==> src/rtl/far_path_adder_if.sv <==
// Operand/result handshake bundle for the far-path mantissa adder.
// The master side issues operands and accepts results; the slave is the adder itself.
interface far_path_adder_if #(
    parameter int unsigned size_in_mantissa  = 24,
    parameter int unsigned size_out_mantissa = 24,
    parameter int unsigned size_exponent     = 8
);
    logic                         in_valid;
    logic                         in_ready;
    logic [size_in_mantissa-1:0]  m_a_number;
    logic [size_in_mantissa-1:0]  m_b_number;
    logic [size_exponent-1:0]     exp_a;
    logic [size_exponent-1:0]     exp_difference;
    logic                         eff_sub;
    logic                         out_valid;
    logic                         out_ready;
    logic [size_out_mantissa-1:0] resulted_m_o;
    logic [size_exponent-1:0]     resulted_e_o;
    logic                         ovf;

    modport master (
        output in_valid, m_a_number, m_b_number, exp_a, exp_difference, eff_sub, out_ready,
        input  in_ready, out_valid, resulted_m_o, resulted_e_o, ovf
    );

    modport slave (
        input  in_valid, m_a_number, m_b_number, exp_a, exp_difference, eff_sub, out_ready,
        output in_ready, out_valid, resulted_m_o, resulted_e_o, ovf
    );
endinterface

==> src/rtl/far_path_adder.sv <==
// Far-path mantissa add/subtract (|Ea-Eb| >= 2): align with G/R/S, add/sub, one-step normalize, RNE round.
// Three pipeline stages (align, add, normalize+round) that shift together under a valid/ready handshake.
module far_path_adder #(
    parameter int unsigned size_in_mantissa  = 24,
    parameter int unsigned size_out_mantissa = 24,
    parameter int unsigned size_exponent     = 8,
    parameter int unsigned size_counter      = 5
) (
    input logic              clk,
    input logic              rst,
    far_path_adder_if.slave  bus
);
    localparam int unsigned man_w = size_in_mantissa;
    localparam int unsigned aln_w = man_w + 3;
    localparam int unsigned sum_w = man_w + 4;
    localparam int unsigned exp_w = size_exponent + 1;
    localparam int unsigned rnd_w = man_w + 1;
    localparam logic [exp_w-1:0] ovf_lim = {1'b0, {size_exponent{1'b1}}};

    logic advance;

    // stage 1 registers
    logic             s1_valid;
    logic [man_w-1:0] s1_ma;
    logic [aln_w-1:0] s1_b;
    logic [exp_w-1:0] s1_exp;
    logic             s1_sub;

    // stage 2 registers
    logic             s2_valid;
    logic [sum_w-1:0] s2_sum;
    logic [exp_w-1:0] s2_exp;

    // combinational stage logic
    logic [aln_w-1:0]        b_ext;
    logic [aln_w-1:0]        b_shift;
    logic [aln_w-1:0]        lost_mask;
    logic [aln_w-1:0]        b_aligned;
    logic [size_counter-1:0] shamt;
    logic                    far_out;
    logic [sum_w-1:0]        sum_c;
    logic [man_w-1:0]        n_man;
    logic                    g_bit;
    logic                    r_bit;
    logic                    s_bit;
    logic [exp_w-1:0]        n_exp;
    logic                    round_up;
    logic [rnd_w-1:0]        rnd;
    logic [man_w-1:0]        f_man;
    logic [exp_w-1:0]        f_exp;
    logic                    f_ovf;

    // a held result blocks the whole pipeline; otherwise everything moves
    assign advance      = ~bus.out_valid | bus.out_ready;
    assign bus.in_ready = advance;

    // align: shift B right into a G/R/S-extended field, folding shifted-out bits into bit 0
    always_comb begin
        b_ext     = {bus.m_b_number, 3'b000};
        far_out   = bus.exp_difference >= size_exponent'(aln_w);
        shamt     = far_out ? '0 : size_counter'(bus.exp_difference);
        b_shift   = b_ext >> shamt;
        lost_mask = ~({aln_w{1'b1}} << shamt);
        if (far_out) begin
            b_aligned = {{(aln_w-1){1'b0}}, |bus.m_b_number};
        end else begin
            b_aligned = {b_shift[aln_w-1:1], b_shift[0] | (|(b_ext & lost_mask))};
        end
    end

    // add/sub with one headroom bit; diff >= 2 keeps subtraction non-negative
    always_comb begin
        if (s1_sub) begin
            sum_c = {1'b0, s1_ma, 3'b000} - {1'b0, s1_b};
        end else begin
            sum_c = {1'b0, s1_ma, 3'b000} + {1'b0, s1_b};
        end
    end

    // normalize by at most one position, then round to nearest-even
    always_comb begin
        n_man = s2_sum[sum_w-2:3];
        g_bit = s2_sum[2];
        r_bit = s2_sum[1];
        s_bit = s2_sum[0];
        n_exp = s2_exp;
        if (s2_sum[sum_w-1]) begin
            n_man = s2_sum[sum_w-1:4];
            g_bit = s2_sum[3];
            r_bit = s2_sum[2];
            s_bit = |s2_sum[1:0];
            n_exp = s2_exp + exp_w'(1);
        end else if (!s2_sum[sum_w-2]) begin
            n_man = s2_sum[sum_w-3:2];
            g_bit = s2_sum[1];
            r_bit = s2_sum[0];
            s_bit = 1'b0;
            n_exp = s2_exp - exp_w'(1);
        end

        round_up = g_bit & (r_bit | s_bit | n_man[0]);
        rnd      = {1'b0, n_man} + rnd_w'(round_up);
        f_man    = rnd[man_w-1:0];
        f_exp    = n_exp;
        if (rnd[man_w]) begin
            f_man = {1'b1, {(man_w-1){1'b0}}};
            f_exp = n_exp + exp_w'(1);
        end
        f_ovf = f_exp >= ovf_lim;
    end

    // pipeline registers; reset discards anything in flight
    always_ff @(posedge clk) begin
        if (rst) begin
            s1_valid         <= 1'b0;
            s1_ma            <= '0;
            s1_b             <= '0;
            s1_exp           <= '0;
            s1_sub           <= 1'b0;
            s2_valid         <= 1'b0;
            s2_sum           <= '0;
            s2_exp           <= '0;
            bus.out_valid    <= 1'b0;
            bus.resulted_m_o <= '0;
            bus.resulted_e_o <= '0;
            bus.ovf          <= 1'b0;
        end else if (advance) begin
            s1_valid         <= bus.in_valid;
            s1_ma            <= bus.m_a_number;
            s1_b             <= b_aligned;
            s1_exp           <= {1'b0, bus.exp_a};
            s1_sub           <= bus.eff_sub;
            s2_valid         <= s1_valid;
            s2_sum           <= sum_c;
            s2_exp           <= s1_exp;
            bus.out_valid    <= s2_valid;
            bus.resulted_m_o <= size_out_mantissa'(f_man);
            bus.resulted_e_o <= f_exp[size_exponent-1:0];
            bus.ovf          <= f_ovf;
        end
    end
endmodule

==> src/flat_wrapper.sv <==
// flat-port wrapper written by rule: the top's interface ports become plain ports
module far_path_adder_flat 
#(
    parameter int unsigned size_in_mantissa  = 24,
    parameter int unsigned size_out_mantissa = 24,
    parameter int unsigned size_exponent     = 8,
    parameter int unsigned size_counter      = 5
)
  (clk, rst, bus_in_valid, bus_m_a_number, bus_m_b_number, bus_exp_a, bus_exp_difference, bus_eff_sub, bus_out_ready, bus_in_ready, bus_out_valid, bus_resulted_m_o, bus_resulted_e_o, bus_ovf);
  far_path_adder_if #(.size_in_mantissa(size_in_mantissa), .size_out_mantissa(size_out_mantissa), .size_exponent(size_exponent)) bus_i ();
  input logic clk;
  input logic rst;
  input wire logic [$bits(bus_i.in_valid)-1:0] bus_in_valid;
  input wire logic [$bits(bus_i.m_a_number)-1:0] bus_m_a_number;
  input wire logic [$bits(bus_i.m_b_number)-1:0] bus_m_b_number;
  input wire logic [$bits(bus_i.exp_a)-1:0] bus_exp_a;
  input wire logic [$bits(bus_i.exp_difference)-1:0] bus_exp_difference;
  input wire logic [$bits(bus_i.eff_sub)-1:0] bus_eff_sub;
  input wire logic [$bits(bus_i.out_ready)-1:0] bus_out_ready;
  output wire logic [$bits(bus_i.in_ready)-1:0] bus_in_ready;
  output wire logic [$bits(bus_i.out_valid)-1:0] bus_out_valid;
  output wire logic [$bits(bus_i.resulted_m_o)-1:0] bus_resulted_m_o;
  output wire logic [$bits(bus_i.resulted_e_o)-1:0] bus_resulted_e_o;
  output wire logic [$bits(bus_i.ovf)-1:0] bus_ovf;
  assign bus_i.in_valid = bus_in_valid;
  assign bus_i.m_a_number = bus_m_a_number;
  assign bus_i.m_b_number = bus_m_b_number;
  assign bus_i.exp_a = bus_exp_a;
  assign bus_i.exp_difference = bus_exp_difference;
  assign bus_i.eff_sub = bus_eff_sub;
  assign bus_i.out_ready = bus_out_ready;
  assign bus_in_ready = bus_i.in_ready;
  assign bus_out_valid = bus_i.out_valid;
  assign bus_resulted_m_o = bus_i.resulted_m_o;
  assign bus_resulted_e_o = bus_i.resulted_e_o;
  assign bus_ovf = bus_i.ovf;
  far_path_adder #(.size_in_mantissa(size_in_mantissa), .size_out_mantissa(size_out_mantissa), .size_exponent(size_exponent), .size_counter(size_counter)) u_core (.clk(clk), .rst(rst), .bus(bus_i));
endmodule
==> config.mk <==
export PLATFORM = sky130hd
export DESIGN_NAME = far_path_adder_flat
export DESIGN_NICKNAME = d
export VERILOG_FILES = /design/src/rtl/far_path_adder_if.sv /design/src/rtl/far_path_adder.sv /design/src/flat_wrapper.sv
export SDC_FILE = /design/constraint.sdc
export NUM_CORES = 1
export LEC_CHECK = 0
export CAP_MARGIN = 20
export CORE_MARGIN = 2
export CORE_UTILIZATION = 59
export DETAILED_ROUTE_END_ITERATION = 10
export DONT_BUFFER_PORTS = 1
export GPL_ROUTABILITY_DRIVEN = 0
export PLACE_DENSITY_LB_ADDON = 0.3
export SYNTH_ARGS = -nofsm -noshare
export SYNTH_HDL_FRONTEND = slang
export SYNTH_SLANG_ARGS = --single-unit
==> constraint.sdc <==
create_clock -name clk -period 3.8 [get_ports clk]
set_clock_uncertainty 0.15 [all_clocks]
set_input_delay 0.19 -clock clk [delete_from_list [all_inputs] [get_ports clk]]
set_output_delay 0.19 -clock clk [all_outputs]
set_load 0.005 [all_outputs]
==> results of run 1 <==
-- cells in the final DEF (no fill, tap or decap), types with 6 or more instances in the layout --
cell type / count
a21o_1: 11
o31a_1: 6
o22ai_1: 7
nor4_1: 8
mux2i_1: 61
o211ai_1: 6
o21ai_1: 7
nor2_1: 130
nand3_1: 44
o21ai_0: 66
o21a_1: 6
a21oi_1: 148
or3_1: 8
a22oi_1: 12
o31ai_1: 11
and3_1: 6
xnor2_1: 31
dfxtp_1: 130
nor2b_1: 11
nand2_1: 240
buf_4: 26
nor3_1: 47
inv_1: 58
a31oi_1: 18
a211oi_1: 55
xor2_1: 21
nand2b_1: 19
and2_1: 14
dlygate4sd3_1: 41
or4_1: 6
nand4_1: 10
ha_1: 54
mux2_2: 7
clkbuf_16: 17
-- flip-flops by register name (all words and copies together) (netlist names) --
name,count
u_core.s2_valid,1
u_core.bus.resulted_m_o,24
u_core.bus.out_valid,1
u_core.s2_exp,8
u_core.s1_ma,24
u_core.s1_sub,1
u_core.bus.ovf,1
u_core.s1_exp,8
u_core.bus.resulted_e_o,8
u_core.s1_b,27
u_core.s1_valid,1
u_core.s2_sum,28
-- synthesized netlist by cell type (all sizes together), types with 7 or more instances --
master	number	area, µm²
nand2	241	907
o22ai	7	43.8
ha	54	676
o21ai	76	399
a21oi	148	741
mux2	7	78.8
a31oi	18	113
nor2b	12	75.1
a21o	11	82.6
nand3	45	230
clkbuf	74	278
xnor2	31	272
buf	24	159
o31ai	13	108
dfxtp	132	2640
mux2i	61	611
nor3	48	245
nor2	132	500
or3	9	57.6
and2	15	95.1
nand4	10	62.6
a211oi	55	413
nor4	9	71.3
nand2b	19	119
o211ai	7	57.6
inv	59	221
xor2	21	184
a22oi	12	90.1
-- cell families (layout without fill, tap and decap cells) --
family / Yosys count / after routing
adder cells (fa/ha/maj): 55 / 55
buffers and inverters: 159 / 162
AO/OA/AOI/OAI: 422 / 422
XOR/XNOR: 52 / 52
flip-flops: 132 / 132
multiplexers: 68 / 68
AND/OR/NAND/NOR: 572 / 572
-- layer usage --
| layer | up-vias | wire length (µm) | global-route usage (%) |
|---|---|---|---|
| met2 | 542 | 14500 | 55.1 |
| met4 | 0 | 1430 | 16.3 |
| li1 | 5196 | - | - |
| met3 | 110 | 2820 | 7.03 |
| met5 | - | 0 | 0 |
| met1 | 5013 | 12800 | 43.0 |
-- final cells by class --
cell class / count / area (µm²) / area share (%)
Tap cell: 225 / 282 / 2.42
Sequential cell: 132 / 2650 / 22.7
Clock inverter: 13 / 171 / 1.47
Timing Repair Buffer: 69 / 653 / 5.61
Clock buffer: 19 / 453 / 3.89
Multi-Input combinational cell: 1169 / 7210 / 61.9
Inverter: 61 / 231 / 1.99
-- where the power goes --
group / internal (µW) / total, µW / leakage (µW) / switching (µW)
registers: 1480 / 1580 / 0.00109 / 100
logic: 353 / 884 / 0.00329 / 531
clock network: 1080 / 1740 / 0.000301 / 666
-- per-stage QoR --
stage | setup slack (ps) | instance area [µm²] | std cells | hold slack (ps)
floorplan | 114 | 10500 | 1460 | 180
global placement | 440 | 10600 | 1611 | 120
detailed placement | 327 | 10600 | 1611 | 121
CTS | 279 | 11600 | 1685 | 1.39
global route | 4.16 | 11600 | 1688 | 12.5
finish | 259 | 11600 | 1688 | 18.3
-- critical path, cell delays in order (launching register included) --
cell and delay (ps):
dfxtp_2 340, buf_4 290, a21oi_1 130, nor2_1 120, nor3_1 50, nor2_1 110
ha_1 180, ha_1 190, o211ai_1 130, nand4b_2 310, nor4_4 410, buf_4 190
nand2_4 110, nor2_1 130, nand4_1 100, a2111o_1 460, o211ai_2 80
-- path summary, 6_finish.rpt --
kind	startpoint	to	cells after the start
max	u_core.s2_sum[26]$_SDFFE_PP0P_	u_core.bus.ovf$_SDFFE_PP0P_	16
min	bus_m_b_number[11]	u_core.s1_b[0]$_SDFFE_PP0P_	4
max reg2reg	u_core.s2_sum[26]$_SDFFE_PP0P_	u_core.bus.ovf$_SDFFE_PP0P_	16
min reg2reg	u_core.s1_exp[5]$_SDFFE_PP0P_	u_core.s1_exp[5]$_SDFFE_PP0P_	2
-- what timing repair did --
action	in CTS	in global routing
endpoints found under the hold margin	124	0
hold buffers	42	0
gates resized for setup	0	1
setup buffers	0	3
endpoints found under the setup margin	0	1
==> impl_metrics.tcl, run 1 <==
set metrics [dict create \
    synth_flop_cell "dfxtp_1" \
    cts_max_path_buffers 2 \
    synth-compound-area-share_pct 26.0 \
    num_rows 48 \
    ys_seq_area_share_pct 25.2 \
    synth_area_per_cell_um2 7.19 \
    reg2reg_slack_ps 260 \
    num_vias 10900 \
    grt_pass1_vias 9771 \
    drcViolationCount 0 \
    drt_wl_total_um 31600 \
    cp.arrival_ps 3750 \
    tightest_slew_ps 838 \
    die_y_um 137 \
    relSlewSlack_pct 44.1 \
    areaGrowthSynthToFinish_pct 11.0 \
    start_util_pct 60.4 \
    synth_fp_nets 1584 \
    dr.pass1.iters 6 \
    io_buffer_count 0 \
    die_w_um 137 \
    dieArea_um2 18900 \
    clock_latency_ps 440 \
    synthesis.area_um2 10500 \
    pin_count 104 \
    critPathLaunchType "register" \
    grt_max_degree 118 \
    grt_pass1_wl_um 50300 \
    core-area_um2 17400 \
    synth_edf_count 0 \
    holdCritPathClass "input port to register" \
    cts_tree "done" \
    slew_violations 0 \
    synth_fa_ha_area_share_pct 6.63 \
    tns_ps 0 \
    yosys_warnings 0 \
    clock-root-buffer "clkbuf_16" \
    leakagePower_uw 0.00468 \
    n_fill_cell 1501 \
    drt-initial-drc-count 1224 \
    post_drt_wl_per_cell_um 18.7 \
    dp_hpwl_um 22500 \
    crit_path_end_kind "register" \
    max_clock_freq_mhz 282 \
    htreeDepth 4 \
    power_uw 4200 \
    path_max_fanout 22 \
    vdd_drop_max_v 0.000386 \
    synth-xor-area-share_pct 4.34 \
    nets 1574 \
    grt_antenna_before_repair 0 \
    min_period_ps 3540 \
    p_per_area_nw_per_um2 361 \
    rsz0062_at_grt "false" \
    cap_violations 0 \
    period_share_pct 93.2 \
    synth-simple-area-share_pct 24.9 \
    ys_seq_elements 132 \
    finalHoldViolCount 0 \
    num_antenna_cells 0 \
    synthesis.instances 1460 \
    outcome "completed" \
    numCtsBuffers 17 \
    cts_sinks 132 \
    layout-drive-gt1-share_pct 6.22 \
    synth_mux_area_share_pct 6.57 \
    critical_path_required_ps 4010 \
    critPathKind "register to register" \
    synth-async-reset-ratio_pct 0 \
    final_util_pct 67.1 \
    antenna_left 0 \
    setup_violations 0 \
    grt_overflow 0 \
    synth.distinct_cells 86 \
    synth_top_family_by_area "compound AO/OA/AOI/OAI gates" \
    grt.total_usage_pct 34.0 \
    cts.reportedPaths.clkPinSlew_ps 60 \
    avgViaCountPerCell 6.43 \
]
(Power assumes the default switching activity.)
==> inputs of run 2 (changes only) <==
--- a/config.mk
+++ b/config.mk
@@ -5,11 +5,13 @@
 export SDC_FILE = /design/constraint.sdc
 export NUM_CORES = 1
 export LEC_CHECK = 0
+export ABC_AREA = 1
+export BUFFER_PORTS_ARGS = -buffer_cell sky130_fd_sc_hd__buf_2
 export CAP_MARGIN = 20
+export CORE_ASPECT_RATIO = 1.5
 export CORE_MARGIN = 2
-export CORE_UTILIZATION = 59
+export CORE_UTILIZATION = 55
 export DETAILED_ROUTE_END_ITERATION = 10
-export DONT_BUFFER_PORTS = 1
 export GPL_ROUTABILITY_DRIVEN = 0
 export PLACE_DENSITY_LB_ADDON = 0.3
 export SYNTH_ARGS = -nofsm -noshare
==> run 2 against run 1 <==
Compared with the run above:
- synthesized area rose by 5.5%
- critical path depth did not move
- clock power rose by 3%
- utilization fell by 2.9 points
- non-clock buffer count rose by 90
- die area rose by 13%
- global-route usage fell by 1.5 points
==> impl_metrics.tcl, run 2 <==
set metrics [dict create \
    synth-xor-area-share_pct 1.82 \
    n_fill_cell 1903 \
    synth_area_per_cell_um2 6.01 \
    num_antenna_cells 0 \
    start_util_pct 55.9 \
    setup_violations 0 \
    drt-initial-drc-count 1006 \
    synthTopCellsByCount "nand2_1 (462), inv_1 (213), nor2_1 (195)" \
    grt.total_usage_pct 32.5 \
    clock_latency_ps 440 \
    ys_seq_area_share_pct 23.9 \
    rsz0062_at_grt "false" \
    core-area_um2 19800 \
    synth_mux_area_share_pct 0 \
    synth_fp_nets 1965 \
    tns_ps 0 \
    multi_input_area_um2 7210 \
    dr.pass1.iters 7 \
    layout.area.seq_um2 2640 \
    areaGrowthSynthToFinish_pct 14.9 \
    cts_sinks 132 \
    ctsHoldBuffers 38 \
    routed.top_layer "met4" \
    crit_top_cell "nand2_2" \
    die_y_um 178 \
    largest_reg_flops 28 \
    die_w_um 120 \
    critical_path_required_ps 3950 \
    num_rows 63 \
    cts_max_path_buffers 2 \
    synth.distinct_cells 54 \
    largestRegisters "u_core.s2_sum x28, u_core.s1_b x27" \
    drt_wl_total_um 34800 \
    crit_chain "inv_4, nand2_2, o21a_1, inv_1, a32oi_1, ha_1, ha_1, nand2_2, nor2_4, nand4_2, nor3_2, inv_1, nand2_2, inv_2, o21ai_1, a21oi_1" \
    synth-compound-area-share_pct 18.2 \
    crit_path_end_kind "register" \
    relSlewSlack_pct 45.4 \
    synth_top_area_share_pct 23.9 \
    critPathKind "register to register" \
    num_vias 12700 \
    io_buffer_count 103 \
    vdd_drop_max_v 0.000337 \
    dieArea_um2 21300 \
    layout-drive-gt1-share_pct 11.8 \
    post_drt_wl_per_cell_um 15.8 \
    synth_top_family_by_area "simple AND/OR/NAND/NOR gates" \
    p_per_area_nw_per_um2 356 \
    final_common_cell "nand2_1" \
    synth_flop_cell "dfxtp_1" \
    avgViaCountPerCell 5.74 \
    antenna_left 0 \
    critPathLaunchType "register" \
    grt_pass1_vias 12000 \
    yosysTopAreaCell "dfxtp_1" \
    grt_overflow 0 \
    outcome "completed" \
    met3_length_um 1720 \
    cts_setup_buffers 0 \
    path_max_fanout 23 \
    period_share_pct 81.4 \
    max_stage_delay_ps 510 \
    final_util_pct 64.2 \
    synthesis.instances 1841 \
    min_period_ps 3100 \
    cp_slowest_cell "dfxtp_1" \
    grt_max_degree 116 \
    drcViolationCount 0 \
    cts_tree "done" \
    yosys_warnings 0 \
    synth.most_common_cell "nand2_1" \
    ctsResizeCount 0 \
    grt_pass1_wl_um 55900 \
    htreeDepth 4 \
    synth_edf_count 0 \
    dp_slack_ps 770 \
    dp_hpwl_um 25900 \
    crit_buf_inv 4 \
    nets 2061 \
    pin_count 104 \
    tightest_slew_ps 810 \
    drt-met1-wl_um 12700 \
    layout_common_cells "nand2_1 (462), inv_1 (213), nor2_1 (194)" \
    synth_fa_ha_area_share_pct 6.29 \
    leakagePower_uw 0.00632 \
    holdCritPathClass "input port to register" \
    slew_violations 0 \
    cap_violations 0 \
    clock-root-buffer "clkbuf_16" \
    max_clock_freq_mhz 323 \
    finalHoldViolCount 0 \
    ys_seq_elements 132 \
    yosys-top-cells-area "dfxtp_1 (24%), nand2_1 (16%), nand3_1 (7.6%), inv_1 (7.2%), o21ai_0 (6.6%)" \
    crit_family "simple AND/OR/NAND/NOR gates" \
    synthesis.area_um2 11100 \
    wl_met2_um 17800 \
    grt_antenna_before_repair 0 \
    fin_ws_ps 705 \
    synth-async-reset-ratio_pct 0 \
    cp.arrival_ps 3240 \
    numCtsBuffers 17 \
    largest-register "u_core.s2_sum" \
    synth-simple-area-share_pct 38.7 \
    cts.reportedPaths.clkPinSlew_ps 60 \
]
[run 2: changes by cell type after synthesis, sizes merged, moves of 17 or more]
cell / previous run / this run
nand2: 241 / 476
inv: 59 / 220
nand3: 45 / 190
o21ai: 76 / 159
nor2: 132 / 207
mux2i: 61 / 0
a211oi: 55 / 0
nor3: 48 / 21
xnor2: 31 / 4
nand4: 10 / 33
nand2b: 19 / 0
clkbuf: 74 / 57
[run 2: worst paths after layout]
check | start | end | slack (ps) | depth (start not counted)
hold / removal | bus_out_ready | u_core.s1_ma[4]$_SDFFE_PP0P_ | 4 | 4
setup / recovery | u_core.s2_sum[27]$_SDFFE_PP0P_ | u_core.bus.resulted_m_o[11]$_SDFFE_PP0P_ | 700 | 16
setup reg to reg | u_core.s2_sum[27]$_SDFFE_PP0P_ | u_core.bus.resulted_m_o[11]$_SDFFE_PP0P_ | 700 | 16
hold reg to reg | u_core.s2_valid$_SDFFE_PP0P_ | u_core.s2_valid$_SDFFE_PP0P_ | 310 | 2
[run 2: where the power goes]
group	internal, µW	switching [µW]
logic	411	746
clock network	1110	684
registers	1490	88.0
total	3010	1520
[run 2: cell type report]
cell class	instances	area share (%)
Clock buffer	17	3.35
Clock inverter	15	1.70
Inverter	223	6.64
Multi-Input combinational cell	1404	56.7
Sequential cell	132	20.8
Tap cell	260	2.56
Timing Repair Buffer	159	8.27
[run 2: logic make-up (layout without fill, tap and decap cells)]
logic type,after synthesis,count (layout)
AO/OA/AOI/OAI,366,366
buffers and inverters,305,414
AND/OR/NAND/NOR,960,960
XOR/XNOR,23,23
flip-flops,132,132
adder cells (fa/ha/maj),55,55
[run 2: per-stage QoR]
stage	std cells	hold WS [ps]	area, µm²	total power (µW)
after floorplan	1841	204	11100	2370
after global placement	2139	289	11700	2670
after global routing	2210	50.9	12700	4740
after detailed placement	2139	296	11700	2690
after CTS	2209	3.60	12700	4510
final	2210	3.75	12700	4530
[run 2: worst reg2reg max path: stages, from the launching register on]
cell and delay, ps:
dfxtp_1 510, inv_4 180, nand2_2 160, o21a_1 160, inv_1 60, a32oi_1 150, ha_1 220, ha_1 190
nand2_2 100, nor2_4 180, nand4_2 190, nor3_2 250, inv_1 90, nand2_2 100, inv_2 90, o21ai_1 90
a21oi_1 90
[run 2: layer usage]
| layer | global-route usage, % | up-vias |
|---|---|---|
| met3 | 4.18 | 187 |
| li1 | - | 6214 |
| met1 | 32.3 | 5689 |
| met5 | 0 | - |
| met2 | 60.8 | 592 |
| met4 | 24.6 | 0 |
